<file path="config.mk">
export PLATFORM = sky130hd
export DESIGN_NAME = inst_encoder
export DESIGN_NICKNAME = d
export VERILOG_FILES = /design/src/rtl/inst_encoder_pkg.sv /design/src/rtl/inst_pack.sv /design/src/rtl/inst_encoder.sv
export SDC_FILE = /design/constraint.sdc
export NUM_CORES = 1
export LEC_CHECK = 0
export ABC_AREA = 0
export BUFFER_PORTS_ARGS = -buffer_cell sky130_fd_sc_hd__buf_2
export CORE_MARGIN = 3
export CORE_UTILIZATION = 45
export CTS_BUF_LIST = sky130_fd_sc_hd__clkbuf_16
export CTS_CLUSTER_DIAMETER = 60
export DETAILED_ROUTE_END_ITERATION = 16
export GPL_TIMING_DRIVEN = 0
export PLACE_DENSITY = 0.73
export REMOVE_ABC_BUFFERS = 1
export SKIP_CTS_REPAIR_TIMING = 1
export SYNTH_ARGS = -nofsm -noshare
export SYNTH_HDL_FRONTEND = slang
export SYNTH_SLANG_ARGS = --single-unit
export TNS_END_PERCENT = 20
</file>
<file path="constraint.sdc">
create_clock -name clk -period 9.4 [get_ports clk]
set_input_delay 1.88 -clock clk [delete_from_list [all_inputs] [get_ports clk]]
set_output_delay 1.88 -clock clk [all_outputs]
set_load 0.005 [all_outputs]
</file>
<file path="src/rtl/inst_encoder_pkg.sv">
// Shared RV32I format and opcode constants plus immediate range helper, used by the encoder
// and the decoder-side blocks.
package inst_encoder_pkg;

  localparam logic [2:0] FMT_R = 3'd0;
  localparam logic [2:0] FMT_I = 3'd1;
  localparam logic [2:0] FMT_S = 3'd2;
  localparam logic [2:0] FMT_B = 3'd3;
  localparam logic [2:0] FMT_U = 3'd4;
  localparam logic [2:0] FMT_J = 3'd5;

  localparam logic [6:0] OP_LOAD   = 7'h03;
  localparam logic [6:0] OP_IMM    = 7'h13;
  localparam logic [6:0] OP_STORE  = 7'h23;
  localparam logic [6:0] OP_BRANCH = 7'h63;
  localparam logic [6:0] OP_LUI    = 7'h37;
  localparam logic [6:0] OP_AUIPC  = 7'h17;
  localparam logic [6:0] OP_JAL    = 7'h6f;
  localparam logic [6:0] OP_JALR   = 7'h67;

  // True when v is representable as a two's-complement value of the given width.
  function automatic logic sext_fits(input logic [31:0] v, input int unsigned bits);
    logic ok;
    ok = 1'b1;
    for (int i = 0; i < 32; i++) begin
      if (i >= int'(bits) && v[i] != v[bits-1]) ok = 1'b0;
    end
    return ok;
  endfunction

endpackage

</file>
<file path="src/rtl/inst_pack.sv">
// Combinational RV32I field packer: builds the instruction word for the selected format
// and flags immediates that cannot be represented in it.
module inst_pack
  import inst_encoder_pkg::*;
(
  input  logic [2:0]  fmt,
  input  logic [6:0]  opcode,
  input  logic [4:0]  rd,
  input  logic [4:0]  rs1,
  input  logic [4:0]  rs2,
  input  logic [2:0]  funct3,
  input  logic [6:0]  funct7,
  input  logic [31:0] imm,
  output logic [31:0] inst,
  output logic        legal
);

  always_comb begin
    inst  = 32'h0;
    legal = 1'b0;
    unique case (fmt)
      FMT_R: begin
        inst  = {funct7, rs2, rs1, funct3, rd, opcode};
        legal = 1'b1;
      end
      FMT_I: begin
        inst  = {imm[11:0], rs1, funct3, rd, opcode};
        legal = sext_fits(imm, 12);
      end
      FMT_S: begin
        inst  = {imm[11:5], rs2, rs1, funct3, imm[4:0], opcode};
        legal = sext_fits(imm, 12);
      end
      FMT_B: begin
        inst  = {imm[12], imm[10:5], rs2, rs1, funct3, imm[4:1], imm[11], opcode};
        legal = sext_fits(imm, 13) && !imm[0];
      end
      FMT_U: begin
        inst  = {imm[31:12], rd, opcode};
        legal = (imm[11:0] == 12'h0);
      end
      FMT_J: begin
        inst  = {imm[20], imm[10:1], imm[11], imm[19:12], rd, opcode};
        legal = sext_fits(imm, 21) && !imm[0];
      end
      default: begin
        inst  = 32'h0;
        legal = 1'b0;
      end
    endcase
  end

endmodule

</file>
<file path="src/rtl/inst_encoder.sv">
// Streaming RV32I encoder: packs request fields into an instruction word, stamps it with the
// next IMEM byte address and offers it on a single-register valid/ready output.
module inst_encoder
  import inst_encoder_pkg::*;
#(
  parameter logic [31:0] BASE_ADDR = 32'h0000_0000,
  parameter int unsigned CNT_W     = 16
) (
  input  logic             clk,
  input  logic             rst,
  input  logic             restart,
  input  logic             in_valid,
  output logic             in_ready,
  input  logic [2:0]       in_fmt,
  input  logic [6:0]       in_opcode,
  input  logic [4:0]       in_rd,
  input  logic [4:0]       in_rs1,
  input  logic [4:0]       in_rs2,
  input  logic [2:0]       in_funct3,
  input  logic [6:0]       in_funct7,
  input  logic [31:0]      in_imm,
  output logic             out_valid,
  input  logic             out_ready,
  output logic [31:0]      out_inst,
  output logic [31:0]      out_addr,
  output logic [CNT_W-1:0] inst_cnt,
  output logic [CNT_W-1:0] err_cnt,
  output logic             err_sticky
);

  logic [31:0] pack_inst;
  logic        pack_legal;
  logic [31:0] next_addr_q;
  logic        accept;
  logic        drain;

  inst_pack u_pack (
    .fmt    (in_fmt),
    .opcode (in_opcode),
    .rd     (in_rd),
    .rs1    (in_rs1),
    .rs2    (in_rs2),
    .funct3 (in_funct3),
    .funct7 (in_funct7),
    .imm    (in_imm),
    .inst   (pack_inst),
    .legal  (pack_legal)
  );

  assign in_ready = !restart && (!out_valid || out_ready);
  assign accept   = in_valid && in_ready;
  assign drain    = out_valid && out_ready;

  always_ff @(posedge clk or posedge rst) begin
    if (rst) begin
      out_valid   <= 1'b0;
      out_inst    <= 32'h0;
      out_addr    <= BASE_ADDR;
      next_addr_q <= BASE_ADDR;
      inst_cnt    <= '0;
      err_cnt     <= '0;
      err_sticky  <= 1'b0;
    end else if (restart) begin
      out_valid   <= 1'b0;
      out_inst    <= 32'h0;
      out_addr    <= BASE_ADDR;
      next_addr_q <= BASE_ADDR;
      inst_cnt    <= '0;
      err_cnt     <= '0;
      err_sticky  <= 1'b0;
    end else begin
      if (drain && inst_cnt != '1) inst_cnt <= inst_cnt + CNT_W'(1);
      // A legal accept reloads the register even while the old word drains.
      if (accept && pack_legal) begin
        out_valid   <= 1'b1;
        out_inst    <= pack_inst;
        out_addr    <= next_addr_q;
        next_addr_q <= next_addr_q + 32'd4;
      end else if (drain) begin
        out_valid <= 1'b0;
      end
      if (accept && !pack_legal) begin
        if (err_cnt != '1) err_cnt <= err_cnt + CNT_W'(1);
        err_sticky <= 1'b1;
      end
    end
  end

endmodule

</file>
==> flow_summary.yaml <==
outcome:
  status: "complete, no violations"
global_routing:
  grt_pass1_vias: 5961
  grt_usage_pct: 22.6
  grt-ovfl-total: 0
  antenna_found_initial: 0
  grt_pass1_wl_um: 29700
  grt_max_degree: 77
drt:
  final_antenna_net_count: 0
  wl_um: 17700
  drtPass1Iterations: 5
  vias: 6154
  drc: 0
  wl_per_cell_um: 16.4
  drt_iter0_drc: 472
  viasPerCell: 5.71
critical_path:
  critPathKind: "input pin to output pin"
  cp-startpoint: "restart"
  crit_arrival_ns: 4.00
  cp_max_fo: 60
  required_ns: 7.52
  cp-start-kind: "input pin"
  r2r_slack_ns: 6.48
  setup.worst_path.end_class: "output pin"
  r2r_start: "out_valid$_DFFE_PP0P_"
finish:
  multi_input_area_um2: 3170
  n_antenna_cell: 0
  drive_above_1_share_pct: 24.7
  fin_area_um2: 8140
  mostFrequentLayoutCell: "buf_2"
  nFillCells: 1318
  final_cell_mix: "buf_2 (170), dfrtp_1 (127), nand2_1 (105)"
  areaGrowthSynthToFinish_pct: 23.9
  nNetsFinal: 959
  seq_area_um2: 3180
power:
  p_leak_nw: 3.74
  p_per_area_nw_per_um2: 159
  peakVddDrop_mv: 0.122
  fin_total_pwr_mw: 1.30
clock_tree:
  cts_num_sinks: 127
  clk_path_buf_depth: 2
  clockRootBuffer: "clkbuf_16"
  cts_tree: "yes"
  path_clk_slew_ns: 0.06
  htreeDepth: 4
  cts_made_buffers: 17
  clock_latency_ns: 0.42
floorplanning:
  die_h_um: 127
  core-area_um2: 14100
  rows: 43
  ios: 171
  dieWidth_um: 127
  initial_utilization_pct: 46.6
  die_area_um2: 16100
sta:
  slew-limit-headroom_pct: 19.5
  setup_viol: 0
  finalHoldViolations: 0
  period_minus_slack_ns: 5.88
  layout_setup_ws_ns: 3.52
  maxSlewViolCount: 0
  rsz0062_at_grt: "no"
  tightest_slew_ns: 1.20
  fmax_ghz: 0.170
  fin_crit_sh_pct: 62.5
  fin_skew_ns: 0.00536
run:
  maxCapViolations: 0
placement:
  preCtsSetupSlack_ns: 3.48
  place_area_um2: 7560
  hpwlAfterDp_um: 12000
  port-buffer-count: 170
  gp_congestion: 0.827
hold_path:
  min-delay-start: "next_addr_q[31]$_DFFE_PP0P_"
  min_path_type: "flip-flop to flip-flop"
synthesis:
  yosysUniqueCellTypes: 53
  syn_area_um2: 6570
  synth.ff_latch_count: 127
  yosysWarnings: 0
  synth_area_per_cell_um2: 8.89
  synthFlopType: "dfrtp_1"
  syn_inst: 739
  synth-edff-count: 0
  synth_seq_area_share_pct: 48.4
  synthArstFlopShare_pct: 100
-- synthesized netlist by cell type, types with 2 or more instances --
cell type | n | share of area, %
dfrtp_1 | 127 | 48
nand2_1 | 105 | 6.0
o21ai_0 | 71 | 5.4
nor2_1 | 62 | 3.5
a21oi_1 | 54 | 4.1
nand3_1 | 50 | 3.8
clkbuf_1 | 36 | 2.1
nand4_1 | 27 | 2.6
nor2b_1 | 22 | 2.1
xnor2_1 | 18 | 2.4
mux2i_1 | 15 | 2.3
nor4_1 | 11 | 1.0
o31ai_1 | 10 | 1.1
inv_1 | 9 | 0.51
mux2_2 | 9 | 1.5
or4_1 | 9 | 1.0
xor2_1 | 9 | 1.2
and4_1 | 8 | 1.1
nor3_1 | 8 | 0.61
or3_1 | 8 | 0.76
a22oi_1 | 6 | 0.69
and3_1 | 6 | 0.57
buf_2 | 6 | 0.46
a211oi_1 | 5 | 0.57
and2_1 | 4 | 0.38
buf_1 | 4 | 0.23
ha_1 | 3 | 0.57
o22ai_1 | 3 | 0.29
o41ai_1 | 3 | 0.40
a211oi_2 | 2 | 0.38
a21o_1 | 2 | 0.23
nand2b_1 | 2 | 0.19
nand3b_1 | 2 | 0.23
o311ai_0 | 2 | 0.27
or2_2 | 2 | 0.19
or4b_1 | 2 | 0.30
-- cell families after synthesis --
kind of cell	synth area share (%)
and+or+nand+nor	24.9
xor gates and xnor gates	3.60
adders and majority gates	0.571
muxes	3.83
AOI/OAI and AO/OA	15.2
buffers and inverters	3.54
DFF	48.4
-- registers in the layout, summed over array words and instances, names as in the netlist --
name / cells
err_cnt: 16
err_sticky: 1
inst_cnt: 16
next_addr_q: 30
out_addr: 31
out_inst: 32
out_valid: 1
-- worst paths after layout --
check                      depth (start not counted)                       end
min in group asynchronous                          2  out_inst[27]$_DFFE_PP0P_
hold reg to reg                                    2  out_addr[31]$_DFFE_PP0P_
max in group asynchronous                          3  out_addr[16]$_DFFE_PP0P_
setup / recovery                                   5                  in_ready
hold / removal                                     2  out_addr[31]$_DFFE_PP0P_
setup reg to reg                                   7    err_cnt[7]$_DFFE_PP0P_
-- per-stage QoR --
step,cells,setup TNS (ns),util (%),hold slack [ns]
final,1077,0,57.7,0.497
after global routing,1077,0,57.7,0.526
after CTS,1077,0,57.7,0.505
after detailed placement,1045,0,53.6,0.490
after global placement,1041,-0.0704,52.8,0.481
after floorplan,691,0,-,0.459
-- critical path, stage by stage --
cell	delay (ns)
buf_2	0.82
inv_2	0.59
buf_12	0.34
and2_1	0.19
buf_2	0.13
-- layer usage --
metal | global-route usage, % | up-vias | share of wire [%]
met2 | 35.1 | 203 | 47
li1 | - | 2932 | -
met4 | 7.89 | 0 | 1.7
met5 | 0 | - | 0
met3 | 5.77 | 30 | 6.7
met1 | 30.8 | 2989 | 44
-- area by class of cell --
| cell class | count | area share (%) |
|---|---|---|
| Sequential cell | 127 | 39.0 |
| Multi-Input combinational cell | 555 | 39.0 |
| Timing Repair Buffer | 174 | 11.6 |
| Clock inverter | 15 | 1.89 |
| Tap cell | 180 | 2.77 |
| Clock buffer | 17 | 5.23 |
| Inverter | 9 | 0.477 |
-- where the power goes --
| group | switching (mW) | internal, mW | leakage, nW | total, mW |
|---|---|---|---|---|
| logic | 0.0578 | 0.0314 | 1.67 | 0.0892 |
| clock network | 0.242 | 0.410 | 0.295 | 0.652 |
| registers | 0.00288 | 0.551 | 1.77 | 0.554 |
| total | 0.303 | 0.993 | 3.74 | 1.30 |
(Power assumes the default switching activity.)
